`src/rtl/sdram_client_arbiter.sv`:
```
// Arbitrates N client SDRAM request ports onto one bus-adapter port, holding the grant
// until the adapter (or the timeout) completes the transaction.
module sdram_client_arbiter #(
  parameter int NUM_CLIENTS    = 5,
  parameter int ADDR_W         = 23,
  parameter int DATA_W         = 32,
  parameter int ROUND_ROBIN    = 1,
  parameter int TIMEOUT_CYCLES = 4096,
  localparam int ID_W          = (NUM_CLIENTS > 1) ? $clog2(NUM_CLIENTS) : 1
) (
  input  logic                          i_clk,
  input  logic                          i_rst,
  input  logic [NUM_CLIENTS-1:0]        cli_read,
  input  logic [NUM_CLIENTS-1:0]        cli_write,
  input  logic [NUM_CLIENTS*ADDR_W-1:0] cli_addr,
  input  logic [NUM_CLIENTS*DATA_W-1:0] cli_writedata,
  output logic [DATA_W-1:0]             cli_readdata,
  output logic [NUM_CLIENTS-1:0]        cli_finished,
  input  logic                          i_lock_en,
  input  logic [ID_W-1:0]               i_lock_id,
  output logic                          sdram_read,
  output logic                          sdram_write,
  output logic [ADDR_W-1:0]             sdram_addr,
  output logic [DATA_W-1:0]             sdram_writedata,
  input  logic [DATA_W-1:0]             sdram_readdata,
  input  logic                          sdram_finished,
  output logic                          o_busy,
  output logic [ID_W-1:0]               o_grant_id,
  output logic                          o_timeout,
  output logic                          o_err
);

  localparam int CNT_W   = (TIMEOUT_CYCLES > 1) ? $clog2(TIMEOUT_CYCLES) : 1;
  localparam int TO_LAST = (TIMEOUT_CYCLES > 0) ? TIMEOUT_CYCLES - 1 : 0;

  typedef enum logic [1:0] {IDLE, BUSY, DONE, GAP} state_t;

  state_t                  state_q;
  logic [ID_W-1:0]         grant_q, ptr_q, win;
  logic                    rd_q, wr_q, to_q, err_q;
  logic [ADDR_W-1:0]       addr_q;
  logic [DATA_W-1:0]       wdata_q, rdata_q;
  logic [NUM_CLIENTS-1:0]  fin_q;
  logic [CNT_W-1:0]        cnt_q;

  logic [NUM_CLIENTS-1:0]  elig, elig_hi;
  logic                    sel_rd, sel_wr;
  logic [ADDR_W-1:0]       sel_addr;
  logic [DATA_W-1:0]       sel_wdata;

  function automatic logic [ID_W-1:0] lowest_set(input logic [NUM_CLIENTS-1:0] v);
    lowest_set = '0;
    for (int i = NUM_CLIENTS - 1; i >= 0; i--)
      if (v[i]) lowest_set = ID_W'(i);
  endfunction

  // Round-robin: prefer eligible clients above the pointer, else wrap to the lowest one.
  always_comb begin
    elig    = '0;
    elig_hi = '0;
    for (int i = 0; i < NUM_CLIENTS; i++) begin
      elig[i]    = (cli_read[i] | cli_write[i]) & (!i_lock_en | (i_lock_id == ID_W'(i)));
      elig_hi[i] = elig[i] & (i > int'(ptr_q));
    end
    if ((ROUND_ROBIN != 0) && (elig_hi != '0)) win = lowest_set(elig_hi);
    else                                       win = lowest_set(elig);
    sel_rd    = 1'b0;
    sel_wr    = 1'b0;
    sel_addr  = '0;
    sel_wdata = '0;
    for (int i = 0; i < NUM_CLIENTS; i++) begin
      if (ID_W'(i) == win) begin
        sel_rd    = cli_read[i];
        sel_wr    = cli_write[i];
        sel_addr  = cli_addr[i*ADDR_W +: ADDR_W];
        sel_wdata = cli_writedata[i*DATA_W +: DATA_W];
      end
    end
  end

  always_ff @(posedge i_clk or posedge i_rst) begin
    if (i_rst) begin
      state_q <= IDLE;
      grant_q <= '0;
      ptr_q   <= ID_W'(NUM_CLIENTS - 1);
      rd_q    <= 1'b0;
      wr_q    <= 1'b0;
      to_q    <= 1'b0;
      err_q   <= 1'b0;
      addr_q  <= '0;
      wdata_q <= '0;
      rdata_q <= '0;
      fin_q   <= '0;
      cnt_q   <= '0;
    end else begin
      fin_q <= '0;
      case (state_q)
        IDLE: begin
          if (elig != '0) begin
            grant_q <= win;
            ptr_q   <= win;
            rd_q    <= sel_rd & !sel_wr;
            wr_q    <= sel_wr;
            addr_q  <= sel_addr;
            wdata_q <= sel_wdata;
            cnt_q   <= '0;
            if (sel_rd & sel_wr) err_q <= 1'b1;
            state_q <= BUSY;
          end
        end
        BUSY: begin
          if (sdram_finished) begin
            rd_q    <= 1'b0;
            wr_q    <= 1'b0;
            if (rd_q) rdata_q <= sdram_readdata;
            fin_q   <= NUM_CLIENTS'(1) << grant_q;
            state_q <= DONE;
          end else if ((TIMEOUT_CYCLES != 0) && (cnt_q == CNT_W'(TO_LAST))) begin
            rd_q    <= 1'b0;
            wr_q    <= 1'b0;
            rdata_q <= '0;
            to_q    <= 1'b1;
            fin_q   <= NUM_CLIENTS'(1) << grant_q;
            state_q <= DONE;
          end else begin
            cnt_q <= cnt_q + 1'b1;
          end
        end
        DONE:    state_q <= GAP;
        GAP:     state_q <= IDLE;
        default: state_q <= IDLE;
      endcase
    end
  end

  assign sdram_read      = rd_q;
  assign sdram_write     = wr_q;
  assign sdram_addr      = addr_q;
  assign sdram_writedata = wdata_q;
  assign cli_readdata    = rdata_q;
  assign cli_finished    = fin_q;
  assign o_busy          = (state_q != IDLE);
  assign o_grant_id      = grant_q;
  assign o_timeout       = to_q;
  assign o_err           = err_q;

endmodule

```
`config.mk`:
```
export PLATFORM = sky130hd
export DESIGN_NAME = sdram_client_arbiter
export DESIGN_NICKNAME = d
export VERILOG_FILES = /design/src/rtl/sdram_client_arbiter.sv
export SDC_FILE = /design/constraint.sdc
export NUM_CORES = 1
export LEC_CHECK = 0
export CORE_AREA = 5 5 160 162
export DETAILED_ROUTE_END_ITERATION = 8
export DIE_AREA = 0 0 165 167
export PLACE_DENSITY_LB_ADDON = 0.05
export SYNTH_ARGS = -nofsm -noshare
export SYNTH_HDL_FRONTEND = slang
export SYNTH_SLANG_ARGS = --single-unit
```
`constraint.sdc`:
```
create_clock -name i_clk -period 5.1 [get_ports i_clk]
set_clock_uncertainty 0.2 [all_clocks]
set_input_delay 1.53 -clock i_clk [delete_from_list [all_inputs] [get_ports i_clk]]
set_output_delay 1.53 -clock i_clk [all_outputs]
set_load 0.01 [all_outputs]
```
==> impl_metrics.csv, run 1 <==
group,metric,value,unit
final_layout,stdcell_count,1707,
min_path,hold_path.class,"reg2reg",
route,viasPerCell,4.78,
global_routing,track_usage,23.1,%
cts,cts_tree,"done",
timing,worst_pin_slew,967,ps
cts,numCtsBuffers,17,
global_routing,grt-ovfl-total,0,
timing,setup-tns-final,0,ps
logic_synthesis,yosys_warnings,0,
min_path,hold_end,"o_timeout",
logic_synthesis,synth_edf_count,0,
final_layout,drive_gt1_share,4.85,%
timing,hold_viol_final,0,
route,routed_wl,33000,µm
logic_synthesis,yosysUniqueCellTypes,47,
route,first_iter_violations,468,
setup_path,critPathKind,"in2reg",
placement,io_buffers,423,
setup_path,reg2regPathDepth,8,
setup_path,rrSetupSlack,2270,ps
logic_synthesis,syn-num-nets,1315,
logic_synthesis,async_reset_ff_share,100,%
logic_synthesis,syn_inst,986,
route,wl_per_cell,19.3,µm
die,ioPinCount,424,
cts,clock_sinks,114,
timing,holdWs,275,ps
cts,cts.path.max_buffers,2,
global_routing,grt_pass1_vias,8001,
logic_synthesis,ys_ff_latch,114,
setup_path,path_delay_family,"compound AO/OA/AOI/OAI gates",
setup_path,cp.arrival,4240,ps
min_path,min_path_cells,1,
die,start_util,29.4,%
timing,maxSlewViolCount,0,
timing,grt_setup_unrepaired,"false",
route,ant_nets,0,
setup_path,cp_slowest_stage_delay,770,ps
logic_synthesis,syn_area,0.00705,mm²
run_status,outcome,"complete, no violations",
die,die_h,167,µm
cts,cts-resized-gates,0,
timing,finalSetupViolations,0,
setup_path,r2r_start,"o_grant_id[1]",
power,p_leak,5.10,nW
power,power_density,534,mW/mm²
setup_path,cp_max_fo,35,
timing,worst_slew_margin_rel,35.3,%
cts,path_clk_slew,60,ps
placement,gp_congestion,0.839,
cts,hold_buffers,0,
timing,fmax,0.240,GHz
setup_path,end_kind,"flop",
min_path,min-delay-start,"o_timeout",
route,vias,8151,
setup_path,cpMostUsedCell,"a21oi_1",
global_routing,grt_max_degree,68,
global_routing,grt_pass1_wl,48800,µm
setup_path,r2r-end,"sdram_addr[15]",
cts,post_cts_buffers,0,
final_layout,syn_to_final_growth,74.4,%
die,fp.dieArea,0.0276,mm²
logic_synthesis,synth-main-ff-cell,"dfrtp_1",
logic_synthesis,ys_seq_area_share,40.5,%
global_routing,antenna_found_initial,3,
setup_path,critical_path_required,5180,ps
route,route.detailed.drc,0,
cts,clock_latency,410,ps
timing,post-route-period-util,81.6,%
setup_path,worstPathCellList,"clkdlybuf4s50_1 -> and2_1 -> a211o_1 -> a21oi_1 -> nor2_1 -> o2bb2ai_4 -> buf_12 -> nand3_1 -> o211ai_1 -> a21oi_1",
timing,fin_crit,4160,ps
die,core_area,0.0240,mm²
logic_synthesis,syn_avg_cell_area,7.15,µm²
cts,cts-root-buf,"clkbuf_16",
placement,dp_cells,1674,
job,max-cap-violations,0,
power,total_power,6.57,mW
die,num_rows,57,
placement,dp_hpwl,25200,µm
setup_path,path_buf_inv,2,
cts,htree_levels,4,
route,firstDrtPassIters,5,
power,ir_drop,0.244,mV
final_layout,nets,1698,
die,die_w,165,µm
setup_path,cp_slowest_cell,"o2bb2ai_4",
setup_path,start_kind,"primary input",
layer usage:
metal	track usage [%]	up-vias	part of all wire (%)
li1	-	4085	-
met5	0	-	0.064
met2	40.6	303	50
met1	27.1	3723	39
met3	7.09	36	8.3
met4	6.40	4	1.9
placed cells by master, fill, tap and decap left out, types with 3 or more instances in the layout:
cell / netlist / layout
inv_6: 0 / 4
buf_12: 0 / 7
clkbuf_16: 0 / 17
nor2_1: 243 / 243
inv_1: 6 / 5
bufinv_16: 0 / 6
o211ai_1: 55 / 55
clkdlybuf4s50_1: 0 / 423
nand3_1: 62 / 62
a21o_1: 5 / 4
nand4_1: 3 / 3
clkinv_4: 0 / 3
mux2i_1: 4 / 4
xor2_1: 8 / 8
o21ai_0: 42 / 42
buf_4: 10 / 12
dfrtp_1: 113 / 113
ha_1: 5 / 5
a2bb2oi_1: 3 / 3
a22o_1: 3 / 3
nand2_1: 195 / 193
a21oi_1: 117 / 116
power by group:
group / leakage, nW / internal [mW] / switching, mW
sequential: 1.38 / 1.30 / 0.244
combinational: 3.38 / 1.66 / 1.95
clock: 0.332 / 0.939 / 0.481
stage by stage:
| stage | setup slack, ps | utilization (%) | area, µm² |
|---|---|---|---|
| floorplan | 356 | - | 7050 |
| global placement | 558 | 48.5 | 11600 |
| detailed placement | 501 | 48.5 | 11600 |
| CTS | 960 | 51.3 | 12300 |
| global route | 730 | 51.3 | 12300 |
| finish | 939 | 51.3 | 12300 |
layout make-up:
cell class	count	area, µm²
clock buffer	18	439
tap	324	405
sequential	114	2850
fill	2421	11700
timing repair buffer	442	4460
multi-input combinational	788	3860
antenna	1	2.50
clock inverter	14	249
inverter	6	25.0
cell families after synthesis:
logic type	share of synthesized area (%)
adder cells (fa/ha/maj)	0.887
multiplexers	0.727
buffers and inverters	5.68
AND/OR/NAND/NOR	30.2
flip-flops	40.5
XOR/XNOR	1.24
AO/OA/AOI/OAI	20.8
worst max path at each step:
stage,startpoint,end,cells after the start
after global routing,i_lock_en,sdram_addr[18],9
after global placement,i_lock_id[0],sdram_addr[15],9
after CTS,i_lock_en,sdram_addr[4],10
final,i_lock_en,sdram_addr[15],10
after detailed placement,i_lock_en,sdram_addr[14],10
after floorplan,i_rst,cli_finished[0],1
cell usage after synthesis (2+ instances only):
master / number / area, µm²
and3_1: 2 / 12.5
or3b_1: 2 / 17.5
and4_1: 2 / 17.5
nand2b_1: 2 / 12.5
nor3_1: 2 / 10.0
nand2_1: 195 / 732
buf_4: 10 / 75.1
a22o_1: 3 / 26.3
o211ai_1: 55 / 413
a21oi_1: 117 / 586
nand3_1: 62 / 310
and2_1: 2 / 12.5
xor2_1: 8 / 70.1
mux2i_1: 4 / 40.0
o21ai_1: 2 / 10.0
or3_1: 2 / 12.5
a211o_1: 2 / 17.5
ha_1: 5 / 62.6
a211oi_1: 2 / 15.0
xnor2_1: 2 / 17.5
dfrtp_1: 113 / 2830
nand4_1: 3 / 18.8
nor2_1: 243 / 912
clkbuf_1: 35 / 131
buf_2: 32 / 160
o22ai_1: 2 / 12.5
o21ai_0: 42 / 210
inv_1: 6 / 22.5
nand3b_1: 2 / 15.0
o2bb2ai_1: 2 / 17.5
a31oi_1: 2 / 12.5
a31o_2: 2 / 17.5
a21o_1: 5 / 37.5
a2bb2oi_1: 3 / 26.3
flip-flops by register name, summed over array words and instances (netlist names):
signal	flops
cli_finished	5
cli_readdata	32
cnt_q	12
o_err	1
o_grant_id	3
o_timeout	1
ptr_q	1
sdram_addr	23
sdram_read	1
sdram_write	1
sdram_writedata	32
state_q	2
(Power assumes the default switching activity.)
==> inputs of run 2 (changes only) <==
==> constraint.sdc (replaced) <==
create_clock -name i_clk -period 3.95 [get_ports i_clk]
set_clock_uncertainty 0.2 [all_clocks]
set_input_delay 1.185 -clock i_clk [delete_from_list [all_inputs] [get_ports i_clk]]
set_output_delay 1.185 -clock i_clk [all_outputs]
set_load 0.01 [all_outputs]
==> impl_metrics.csv, run 2 (synthesis results as in run 1) <==
group,metric,value,unit
power,p_leak,5.31,nW
timing,post-route-period-util,89.2,%
route,routed_wl,33200,µm
cts,post_cts_buffers,0,
global_routing,grt_pass1_vias,8311,
global_routing,track_usage,23.2,%
die,fp.dieArea,0.0276,mm²
global_routing,grt_max_degree,62,
die,start_util,29.4,%
timing,fin_crit,3520,ps
cts,cts_tree,"done",
placement,dp_cells,1711,
route,ant_nets,0,
cts,path_clk_slew,60,ps
timing,finalSetupViolations,0,
route,vias,8374,
setup_path,critical_path_required,4090,ps
die,core_area,0.0240,mm²
global_routing,grt-ovfl-total,0,
timing,grt_setup_unrepaired,"false",
setup_path,cp.arrival,3670,ps
setup_path,start_kind,"primary input",
cts,clock_latency,420,ps
global_routing,grt_pass1_wl,49100,µm
placement,gp_congestion,0.881,
final_layout,final_cell_mix,"clkdlybuf4s50_1 (423), nor2_1 (243), nand2_1 (193)",
final_layout,nets,1735,
min_path,hold_path.class,"reg2reg",
timing,hold_viol_final,0,
cts,numCtsBuffers,17,
route,route.detailed.drc,0,
run_status,outcome,"complete, no violations",
final_layout,stdcell_count,1745,
timing,worst_pin_slew,498,ps
route,viasPerCell,4.80,
final_layout,syn_to_final_growth,79.8,%
die,num_rows,57,
cts,cts-root-buf,"clkbuf_16",
cts,cts.path.max_buffers,2,
final_layout,fill_cells,2385,
die,ioPinCount,424,
route,first_iter_violations,395,
setup_path,rrSetupSlack,1340,ps
cts,htree_levels,4,
power,ir_drop,0.311,mV
timing,maxSlewViolCount,0,
cts,cts-resized-gates,0,
timing,fmax,0.284,GHz
die,die_w,165,µm
timing,worst_slew_margin_rel,66.7,%
final_layout,drive_gt1_share,7.33,%
cts,hold_buffers,0,
setup_path,critPathKind,"in2reg",
setup_path,cp_max_fo,25,
route,firstDrtPassIters,5,
route,wl_per_cell,19.0,µm
global_routing,antenna_found_initial,4,
final_layout,final_common_cell,"clkdlybuf4s50_1",
placement,dp_hpwl,25900,µm
die,die_h,167,µm
cts,clock_sinks,114,
job,max-cap-violations,0,
placement,io_buffers,423,
power,power_density,687,mW/mm²
setup_path,end_kind,"flop",
power,total_power,8.71,mW
## run 2: path summary, 6_finish.rpt
check / startpoint / endpoint / cells after the start
max: i_lock_id[0] / sdram_addr[15] / 13
min: o_timeout / o_timeout / 1
max reg2reg: ptr_q[2] / o_err / 7
min reg2reg: o_timeout / o_timeout / 1
max in group asynchronous: i_rst / ptr_q[2] / 3
min in group asynchronous: i_rst / cli_readdata[20] / 2
## run 2: layout make-up
cell class | count | area [µm²] | share of cell area (%)
repair buffers | 479 | 4870 | 38.4
flip-flops and latches | 114 | 2850 | 22.5
clock inverters | 14 | 225 | 1.78
multi-input cells | 788 | 3860 | 30.5
clock buffers | 18 | 439 | 3.46
inverters | 6 | 26.3 | 0.207
diodes | 2 | 5.00 | 0.0395
well taps | 324 | 405 | 3.20
## run 2: metal layers
metal  part of all wire [%]  global-route usage, %  up-vias
met2                     50                   40.0      304
li1                       -                      -     4174
met3                    8.4                   6.75       46
met5                   0.10                      0        -
met4                    2.7                   8.21        4
met1                     39                   27.2     3846
## run 2: report_power, final
group	total, mW	switching [mW]	internal [mW]	leakage (nW)
clock	1.76	0.614	1.15	0.325
sequential	1.99	0.311	1.68	1.38
combinational	4.96	2.57	2.39	3.61
total	8.71	3.50	5.21	5.31
## run 2: worst max-delay path, stage by stage
cell             delay (ps)
clkdlybuf4s50_1         420
buf_4                   150
or3b_1                  380
a211oi_1                230
or3_1                   190
buf_4                   140
a2bb2oi_4               180
buf_12                  160
buf_12                  170
nor2_1                   60
nor2_1                  120
o211ai_1                130
a21oi_1                 140
## run 2: through the flow
step | worst slack, ps | utilization [%] | TNS [ps] | hold slack [ps] | area, µm²
floorplan | 797 | - | 0 | 291 | 7060
global placement | 2.54 | 50.1 | 0 | 257 | 12000
detailed placement | -14.3 | 50.1 | -40.0 | 269 | 12000
CTS | 417 | 52.9 | 0 | 283 | 12700
global route | 236 | 52.9 | 0 | 300 | 12700
finish | 425 | 52.9 | 0 | 276 | 12700
==> inputs of run 3 (changes only) <==
--- a/config.mk
+++ b/config.mk
@@ -8,6 +8,7 @@
 export CORE_AREA = 5 5 160 162
 export DETAILED_ROUTE_END_ITERATION = 8
 export DIE_AREA = 0 0 165 167
+export GPL_ROUTABILITY_DRIVEN = 0
 export PLACE_DENSITY_LB_ADDON = 0.05
 export SYNTH_ARGS = -nofsm -noshare
 export SYNTH_HDL_FRONTEND = slang
==> impl_metrics.csv, run 3 (synthesis results as in run 1) <==
group,metric,value,unit
timing,grt_setup_unrepaired,"false",
power,p_leak,5.20,nW
setup_path,reg2regPathDepth,8,
die,fp.dieArea,0.0276,mm²
setup_path,crit_start,"i_lock_en",
setup_path,critPathKind,"in2reg",
die,start_util,29.4,%
placement,io_buffers,423,
global_routing,track_usage,23.4,%
route,ant_nets,0,
final_layout,drive_gt1_share,6.60,%
route,route.detailed.drc,0,
setup_path,cp_max_fo,25,
power,power_density,668,mW/mm²
route,first_iter_violations,362,
die,die_h,167,µm
cts,clock_latency,410,ps
setup_path,rrSetupSlack,1360,ps
timing,worst_pin_slew,805,ps
cts,hold_buffers,0,
power,p_clk_share,17.6,%
cts,cts-resized-gates,0,
run_status,outcome,"complete, no violations",
global_routing,grt-ovfl-total,0,
global_routing,grt_pass1_wl,49600,µm
timing,maxSlewViolCount,0,
die,ioPinCount,424,
final_layout,final_cell_mix,"clkdlybuf4s50_1 (423), nor2_1 (243), nand2_1 (193)",
final_layout,fill_cells,2460,
timing,post-route-period-util,90.3,%
route,viasPerCell,4.79,
power,internal_power,4.88,mW
power,ir_drop,0.265,mV
timing,holdWs,277,ps
timing,fin_crit,3570,ps
cts,cts_tree,"done",
route,routed_wl,33200,µm
placement,dpl_worst_slack,-31.8,ps
setup_path,r2r_start,"o_grant_id[1]",
power,p_sw_share,41.4,%
cts,path_clk_slew,60,ps
setup_path,cp.arrival,3650,ps
timing,fmax,0.280,GHz
power,p_sw,3.45,mW
setup_path,critical_path_required,4040,ps
cts,post_cts_buffers,0,
cts,numCtsBuffers,17,
cts,cts.path.max_buffers,2,
timing,finalSetupViolations,0,
cts,htree_levels,4,
route,wl_per_cell,19.1,µm
timing,timing.final.ws_setup,384,ps
setup_path,end_kind,"flop",
setup_path,r2r-end,"sdram_addr[17]",
power,seq_power_share,23.9,%
global_routing,grt_pass1_vias,8412,
route,firstDrtPassIters,5,
timing,worst_slew_margin_rel,46.2,%
global_routing,antenna_found_initial,5,
die,core_area,0.0240,mm²
cts,cts-root-buf,"clkbuf_16",
die,num_rows,57,
die,die_w,165,µm
timing,hold_viol_final,0,
power,comb_power_share,58.6,%
final_layout,final_common_cell,"clkdlybuf4s50_1",
route,vias,8319,
setup_path,endpoint,"sdram_addr[17]",
final_layout,nets,1725,
placement,placed_area,0.0119,mm²
final_layout,syn_to_final_growth,76.7,%
final_layout,design_area,0.0125,mm²
placement,dp_hpwl,26100,µm
job,max-cap-violations,0,
min_path,hold_path.class,"reg2reg",
setup_path,start_kind,"primary input",
global_routing,grt_max_degree,65,
cts,clock_sinks,114,
## run 3: cell types whose count changed in the layout (fill, tap and decap cells not counted)
cell,previous run,this run
inv_6,3,0
clkbuf_1,0,1
buf_4,39,32
bufinv_16,5,1
buf_12,17,14
diode_2,2,3
clkinvlp_4,1,3
clkinv_2,1,5
## run 3: how the worst min path moves through the flow
| stage | start | to | slack (ps) | cells past startpoint |
|---|---|---|---|---|
| floorplan | ptr_q[2] | ptr_q[2] | 290 | 2 |
| global placement | cli_readdata[30] | cli_readdata[30] | 260 | 2 |
| detailed placement | cli_readdata[25] | cli_readdata[25] | 270 | 2 |
| CTS | cli_readdata[25] | cli_readdata[25] | 280 | 2 |
| global route | cli_readdata[20] | cli_readdata[20] | 310 | 2 |
| finish | cli_readdata[15] | cli_readdata[15] | 280 | 2 |
## run 3: stage by stage
step                utilization (%)  TNS (ps)  power (mW)  std cells
floorplan                         -         0        4.53        986
global placement               49.7      -128        6.91       1701
detailed placement             49.7     -82.2        6.94       1701
CTS                            52.0         0        8.44       1733
global route                   52.0         0        9.01       1736
finish                         52.0         0        8.33       1736
## run 3: routing by layer
layer / routed length, µm / vias up / global-route usage [%]
met4: 674 / 4 / 7.41
met5: 21 / - / 0
met1: 12900 / 3828 / 27.0
li1: - / 4146 / -
met3: 2710 / 41 / 7.22
met2: 16900 / 300 / 40.9
## run 3: critical path: stages
cell and delay (ps):
clkdlybuf4s50_1 570, and2_1 240, a211o_1 250, a21oi_1 170, nor2_1 90, o2bb2ai_4 370
buf_4 350, nand3_1 170, o211ai_1 150, a21oi_1 90
## run 3: power groups by stage
stage	combinational [mW]	sequential, mW	clock, mW
after floorplan	2.37	2.16	0
after global placement	4.92	1.99	0
after detailed placement	4.94	2.01	0
after CTS	4.96	1.99	1.49
final	4.88	1.99	1.46
after global routing	5.39	2.06	1.56
## run 3: area by class of cell
class / count / area [µm²] / share of cell area, %
Antenna cell: 3 / 7.51 / 0.0602
Clock buffer: 19 / 443 / 3.55
Clock inverter: 13 / 114 / 0.913
Inverter: 6 / 26.3 / 0.211
Multi-Input combinational cell: 788 / 3860 / 31.0
Sequential cell: 114 / 2850 / 22.9
Tap cell: 324 / 405 / 3.25
Timing Repair Buffer: 469 / 4750 / 38.1
